===== config.mk =====
export PLATFORM = sky130hd
export DESIGN_NAME = filter_stream_manager_flat
export DESIGN_NICKNAME = d
export VERILOG_FILES = /design/src/rtl/filter_stream_manager_if.sv /design/src/rtl/filter_stream_manager.sv /design/src/flat_wrapper.sv
export SDC_FILE = /design/constraint.sdc
export NUM_CORES = 1
export LEC_CHECK = 0
export CELL_PAD_IN_SITES_DETAIL_PLACEMENT = 1
export CELL_PAD_IN_SITES_GLOBAL_PLACEMENT = 2
export CORE_UTILIZATION = 54
export DETAILED_ROUTE_END_ITERATION = 12
export DONT_BUFFER_PORTS = 1
export PLACE_DENSITY_LB_ADDON = 0.2
export SLEW_MARGIN = 20
export SYNTH_ARGS = -nofsm -noshare
export SYNTH_HDL_FRONTEND = slang
export SYNTH_SLANG_ARGS = --single-unit

===== constraint.sdc =====
create_clock -name i_clock -period 4.15 [get_ports i_clock]
set_clock_uncertainty 0.15 [all_clocks]
set_input_delay 0 -clock i_clock [delete_from_list [all_inputs] [get_ports i_clock]]
set_output_delay 0 -clock i_clock [all_outputs]
set_load 0.02 [all_outputs]

===== src/rtl/filter_stream_manager_if.sv =====
// Memory read bus and output stream handshake.
// master drives address/enable/beat; slave drives data/ack.
interface filter_stream_manager_if #(
  parameter int DATA_W      = 16,
  parameter int NUM_FILTERS = 4,
  parameter int ADDR_W      = 9,
  parameter int IDX_W       = 4
);
  logic [ADDR_W-1:0]             vector_memory_address;
  logic                          memory_enable;
  logic                          memory_write;
  logic [DATA_W-1:0]             vector_element;
  logic                          elements_ack;
  logic                          b_elements_ready;
  logic [NUM_FILTERS*DATA_W-1:0] b_elements;
  logic [IDX_W-1:0]              element_index;
  logic                          last_element;

  modport master (
    output vector_memory_address,
    output memory_enable,
    output memory_write,
    input  vector_element,
    output b_elements_ready,
    output b_elements,
    output element_index,
    output last_element,
    input  elements_ack
  );

  modport slave (
    input  vector_memory_address,
    input  memory_enable,
    input  memory_write,
    output vector_element,
    input  b_elements_ready,
    input  b_elements,
    input  element_index,
    input  last_element,
    output elements_ack
  );
endinterface


===== src/rtl/filter_stream_manager.sv =====
// Caches NUM_FILTERS vectors from memory, then streams
// element e of every filter per beat, wrapping forever.
// Ports: i_clock, i_clear (sync active-high), i_en,
//   i_reload (only with FSM_RELOAD_EN), o_cached,
//   bus (master): memory read bus + output stream.
// Optional: `define FSM_RELOAD_EN adds reload in STREAM.
module filter_stream_manager #(
  parameter int DATA_W      = 16,
  parameter int ELEM_COUNT  = 16,
  parameter int NUM_FILTERS = 4,
  parameter int ADDR_W      = 9,
  parameter int BASE_ADDR   = 0
) (
  input  logic i_clock,
  input  logic i_clear,
  input  logic i_en,
`ifdef FSM_RELOAD_EN
  input  logic i_reload,
`endif
  output logic o_cached,
  filter_stream_manager_if.master bus
);

  localparam int EW = $clog2(ELEM_COUNT);
  localparam int FW =
    (NUM_FILTERS > 1) ? $clog2(NUM_FILTERS) : 1;

  typedef enum logic [1:0] {
    S_IDLE,
    S_FILL,
    S_DRAIN,
    S_STREAM
  } state_t;

  state_t r_state;
  state_t w_next;

  logic [FW-1:0] r_f;
  logic [EW-1:0] r_e;
  logic          r_pend;
  logic [FW-1:0] r_pf;
  logic [EW-1:0] r_pe;
  logic          r_cached;

  logic [DATA_W-1:0] r_cache [NUM_FILTERS][ELEM_COUNT];

  logic w_issue;
  logic w_rdy;
  logic w_accept;
  logic w_reload;
  logic w_reload_go;
  logic w_to_stream;

  logic [NUM_FILTERS*DATA_W-1:0] w_beat;

`ifdef FSM_RELOAD_EN
  assign w_reload = i_reload;
`else
  assign w_reload = 1'b0;
`endif

  always_ff @(posedge i_clock) begin
    if (i_clear) r_state <= S_IDLE;
    else         r_state <= w_next;
  end

  always_comb begin
    w_next      = r_state;
    w_issue     = 1'b0;
    w_rdy       = 1'b0;
    w_accept    = 1'b0;
    w_reload_go = 1'b0;
    w_to_stream = 1'b0;
    unique case (r_state)
      S_IDLE: begin
        if (i_en) w_next = S_FILL;
      end
      S_FILL: begin
        if (i_en) begin
          w_issue = 1'b1;
          if (r_f == FW'(NUM_FILTERS - 1) &&
              r_e == '1)
            w_next = S_DRAIN;
        end
      end
      S_DRAIN: begin
        if (i_en) begin
          w_next      = S_STREAM;
          w_to_stream = 1'b1;
        end
      end
      S_STREAM: begin
        w_rdy    = 1'b1;
        w_accept = bus.elements_ack & i_en;
        if (w_reload & i_en) begin
          w_reload_go = 1'b1;
          w_next      = S_FILL;
        end
      end
      default: w_next = S_IDLE;
    endcase
  end

  // Read tag travels with the request so the returning
  // word lands in the slot it was fetched for.
  always_ff @(posedge i_clock) begin
    if (i_clear) begin
      r_f      <= '0;
      r_e      <= '0;
      r_pend   <= 1'b0;
      r_pf     <= '0;
      r_pe     <= '0;
      r_cached <= 1'b0;
    end else begin
      r_pend <= w_issue;
      if (w_issue) begin
        r_pf <= r_f;
        r_pe <= r_e;
      end
      if (w_issue) begin
        r_e <= r_e + 1'b1;
        if (r_e == '1)
          r_f <= (r_f == FW'(NUM_FILTERS - 1))
                 ? '0 : r_f + 1'b1;
      end else if (w_reload_go) begin
        r_f <= '0;
        r_e <= '0;
      end else if (w_accept) begin
        r_e <= r_e + 1'b1;
      end
      if (w_to_stream)      r_cached <= 1'b1;
      else if (w_reload_go) r_cached <= 1'b0;
    end
  end

  // Capture ignores en; a return coinciding with clear
  // is dropped.
  always_ff @(posedge i_clock) begin
    if (r_pend && !i_clear)
      r_cache[r_pf][r_pe] <= bus.vector_element;
  end

  for (genvar g = 0; g < NUM_FILTERS; g++) begin : g_beat
    assign w_beat[g*DATA_W +: DATA_W] =
      w_rdy ? r_cache[g][r_e] : '0;
  end

  assign bus.memory_enable = w_issue;
  assign bus.memory_write  = 1'b0;
  assign bus.vector_memory_address =
    (r_state == S_FILL)
      ? ADDR_W'(BASE_ADDR) + ADDR_W'({r_f, r_e})
      : '0;

  assign bus.b_elements_ready = w_rdy;
  assign bus.b_elements       = w_beat;
  assign bus.element_index    = w_rdy ? r_e : '0;
  assign bus.last_element     = w_rdy & (r_e == '1);

  assign o_cached = r_cached;

endmodule


===== src/flat_wrapper.sv =====
// flat-port wrapper written by rule: the top's interface ports become plain ports
module filter_stream_manager_flat 
#(
  parameter int DATA_W      = 16,
  parameter int ELEM_COUNT  = 16,
  parameter int NUM_FILTERS = 4,
  parameter int ADDR_W      = 9,
  parameter int BASE_ADDR   = 0
)
  (i_clock, i_clear, i_en, o_cached, bus_vector_memory_address, bus_memory_enable, bus_memory_write, bus_vector_element, bus_b_elements_ready, bus_b_elements, bus_element_index, bus_last_element, bus_elements_ack);
  filter_stream_manager_if #(.DATA_W(DATA_W), .NUM_FILTERS(NUM_FILTERS), .ADDR_W(ADDR_W), .IDX_W(4)) bus_i ();
  input  logic i_clock;
  input  logic i_clear;
  input  logic i_en;
  output logic o_cached;
  output wire logic [$bits(bus_i.vector_memory_address)-1:0] bus_vector_memory_address;
  output wire logic [$bits(bus_i.memory_enable)-1:0] bus_memory_enable;
  output wire logic [$bits(bus_i.memory_write)-1:0] bus_memory_write;
  input wire logic [$bits(bus_i.vector_element)-1:0] bus_vector_element;
  output wire logic [$bits(bus_i.b_elements_ready)-1:0] bus_b_elements_ready;
  output wire logic [$bits(bus_i.b_elements)-1:0] bus_b_elements;
  output wire logic [$bits(bus_i.element_index)-1:0] bus_element_index;
  output wire logic [$bits(bus_i.last_element)-1:0] bus_last_element;
  input wire logic [$bits(bus_i.elements_ack)-1:0] bus_elements_ack;
  assign bus_vector_memory_address = bus_i.vector_memory_address;
  assign bus_memory_enable = bus_i.memory_enable;
  assign bus_memory_write = bus_i.memory_write;
  assign bus_i.vector_element = bus_vector_element;
  assign bus_b_elements_ready = bus_i.b_elements_ready;
  assign bus_b_elements = bus_i.b_elements;
  assign bus_element_index = bus_i.element_index;
  assign bus_last_element = bus_i.last_element;
  assign bus_i.elements_ack = bus_elements_ack;
  filter_stream_manager #(.DATA_W(DATA_W), .ELEM_COUNT(ELEM_COUNT), .NUM_FILTERS(NUM_FILTERS), .ADDR_W(ADDR_W), .BASE_ADDR(BASE_ADDR)) u_core (.i_clock(i_clock), .i_clear(i_clear), .i_en(i_en), .o_cached(o_cached), .bus(bus_i));
endmodule

==> impl_metrics.csv <==
group,metric,value,unit
route,drt-total-wl,98.0,mm
layout,nFillCells,5999,
yosys,synth_edf_count,1024,
route,drtIter0Drc,1968,
placed_design,place_area,41400,sq um
hold_path,hold_path_depth,3,
yosys,syn-instance-count,1975,
pwr,p_per_area,510,nW/um^2
yosys,ys_seq_elements,1040,
sta,worst_pin_slew,1170,ps
cts,cts-root-buf,"clkbuf_16",
cts,cts_setup_buffers,0,
run_status,violations,"DRC",
critical_path,cp_cell_sequence,"nor2b_4 > buf_4 > a22oi_1 > o221ai_1 > o21ai_1",
layout,num_antenna_cells,0,
placed_design,dp_hpwl,55.0,mm
sta,max_slew_margin,0.221,
global_routing,grt_usage,0.264,
critical_path,reg2regPathDepth,6,
sta,whs,117,ps
sta,finalCritPeriodShare,0.879,
critical_path,end_kind,"output pin",
die,core-area,73200,sq um
die,die_y,274,microns
sta,drv_slew,0,
critical_path,cp.arrival,3500,ps
cts,tritoncts,"done",
run_status,status,"finished, violations left",
layout,flow.area_growth_from_synthesis,13.6,%
die,rows,99,
yosys,ys_types,36,
hold_path,min_path_type,"input pin to register",
global_routing,grt_max_degree,75,
die,fp.dieW,274,microns
critical_path,required,4000,ps
global_routing,grt_pass1_wl,143,mm
global_routing,grt_pass1_vias,20700,
route,routedWlPerCell,31.3,microns
flow_run,cap_violations,0,
pwr,peakVddDrop,0.455,mV
cts,cts_inserted_buffers,103,
sta,finalHoldViolCount,0,
die,ios,102,
route,via_per_inst,6.30,
global_routing,grt-ovfl-total,0,
sta,setup_viol,0,
sta,fmax,274,MHz
layout,multi_input_area,8360,sq um
cts,clock_sinks,1040,
sta,rsz0062_at_grt,"no",
yosys,synthArstFlopShare,0,
layout,layout.area.seq,31100,sq um
critical_path,crit_path_max_incr_delay,940,ps
yosys,ys_warn_count,0,
route,vias,19700,
sta,setup_tns,0,ps
die,initial_core_util,0.547,
layout,fin_nets,2111,
yosys,syn_area,40000,sq um
pwr,total_power,0.0232,W
cts,clkSlewWorstSetupHoldPaths,60,ps
cts,htreeDepth,3,
cts,insertion_delay,650,ps
sta,period_minus_slack,3650,ps
critical_path,cp_slowest_cell,"nor2b_4",
placed_design,port_buffers,0,
global_routing,antenna_found_initial,0,
route,first_pass_iters,12,
layout,layout-drive-gt1-share,0.237,
critical_path,crit_type,"register to output pin",
route,drc_errors,3,
critical_path,worstSetupStartpointType,"register",
yosys,syn_area_per_cell,20.3,sq um
pwr,leakage,14.1,nW
placed_design,place_congestion,0.810,
die,dieArea,75300,sq um
yosys,yosysSeqAreaShare,0.776,
layout,final_area,45500,sq um
yosys,synthFlopType,"edfxtp_1",
critical_path,crit_fanout,33,
layout,final_util,0.621,
route,antenna_left,0,
cts,clockBufferDepth,3,
[critical path: cells and delay by family (launching register included)]
kind	cells	cell delay [ps]
buffers and inverters	1	550
and+or+nand+nor	1	940
DFF	1	670
AOI/OAI and AO/OA	3	610
[layout by cell type, fill, tap and decap left out, drive strengths merged, types with 2 or more instances in the layout]
cell	instances
a21oi	9
a22oi	127
and2	11
and3	2
and4bb	2
buf	103
bufinv	16
clkbuf	133
clkinv	39
clkinvlp	2
conb	4
dfxtp	16
dlygate4sd3	20
edfxtp	1024
ha	6
inv	5
mux2	128
mux2i	133
mux4	128
nand2	31
nand2b	6
nand3	7
nor2	78
nor2b	4
o21ai	63
o221ai	63
xor2	3
[flip-flops by register name, indices dropped and copies added (netlist names)]
| register | count |
|---|---|
| u_core.o_cached | 1 |
| u_core.r_cache | 1024 |
| u_core.r_e | 4 |
| u_core.r_f | 2 |
| u_core.r_pe | 4 |
| u_core.r_pend | 1 |
| u_core.r_pf | 2 |
| u_core.r_state | 2 |
[synth_stat cells (11+ instances only)]
cell / number / share of area
a22oi_1: 127 / 0.024
and2_1: 11 / 0.0017
buf_2: 32 / 0.0040
buf_4: 23 / 0.0043
clkbuf_1: 48 / 0.0045
dfxtp_1: 16 / 0.0080
edfxtp_1: 1024 / 0.77
mux2_2: 128 / 0.036
mux2i_1: 133 / 0.033
mux4_2: 128 / 0.072
nand2_1: 31 / 0.0029
nor2_1: 76 / 0.0071
o21ai_1: 63 / 0.0079
o221ai_1: 63 / 0.014
[cell type report]
| type | count | area share |
|---|---|---|
| Clock inverter | 58 | 0.0149 |
| Tap cell | 959 | 0.0264 |
| Sequential cell | 1040 | 0.683 |
| Multi-Input combinational cell | 813 | 0.184 |
| Inverter | 4 | 0.000330 |
| Clock buffer | 133 | 0.0615 |
| Timing Repair Buffer | 123 | 0.0298 |
[layer usage]
metal / up-vias / part of all wire / global-route usage
met1: 10600 / 0.43 / 0.376
li1: 8386 / - / -
met5: - / 0 / 0
met4: 0 / 0.016 / 0.0582
met2: 653 / 0.50 / 0.434
met3: 108 / 0.059 / 0.0443
[kinds of logic after synthesis]
family                     synth area share
AOI/OAI and AO/OA                    0.0473
xor gates and xnor gates           0.000656
adders and majority gates           0.00187
buffers and inverters                0.0168
DFF                                   0.776
muxes                                 0.141
other                             0.0000936
and+or+nand+nor                      0.0162
[worst paths after layout]
check / start / endpoint / slack (ps)
min reg2reg: u_core.r_pe[2] / u_core.r_pe[2] / 350
min: i_clear / u_core.r_cache[2][157] / 120
max: u_core.r_e[2] / bus_b_elements[50] / 500
max reg2reg: u_core.r_e[1] / u_core.r_state[0] / 1600
[power breakdown]
| part | switching (W) | internal, W |
|---|---|---|
| logic | 0.00121 | 0.000824 |
| clock network | 0.00383 | 0.00573 |
| registers | 0.0000588 | 0.0116 |
[metrics by stage]
stage | setup slack, ps | instances
CTS | 466 | 3130
global placement | 1260 | 2903
detailed placement | 1160 | 2903
finish | 504 | 3130
global route | 389 | 3130
floorplan | 1860 | 1978
[repair_timing]
item                       CTS  global route
hold buffers                36             0
gates resized for setup      0             0
hold endpoints to repair  1112             0
Power figures use the tool's default switching activity.
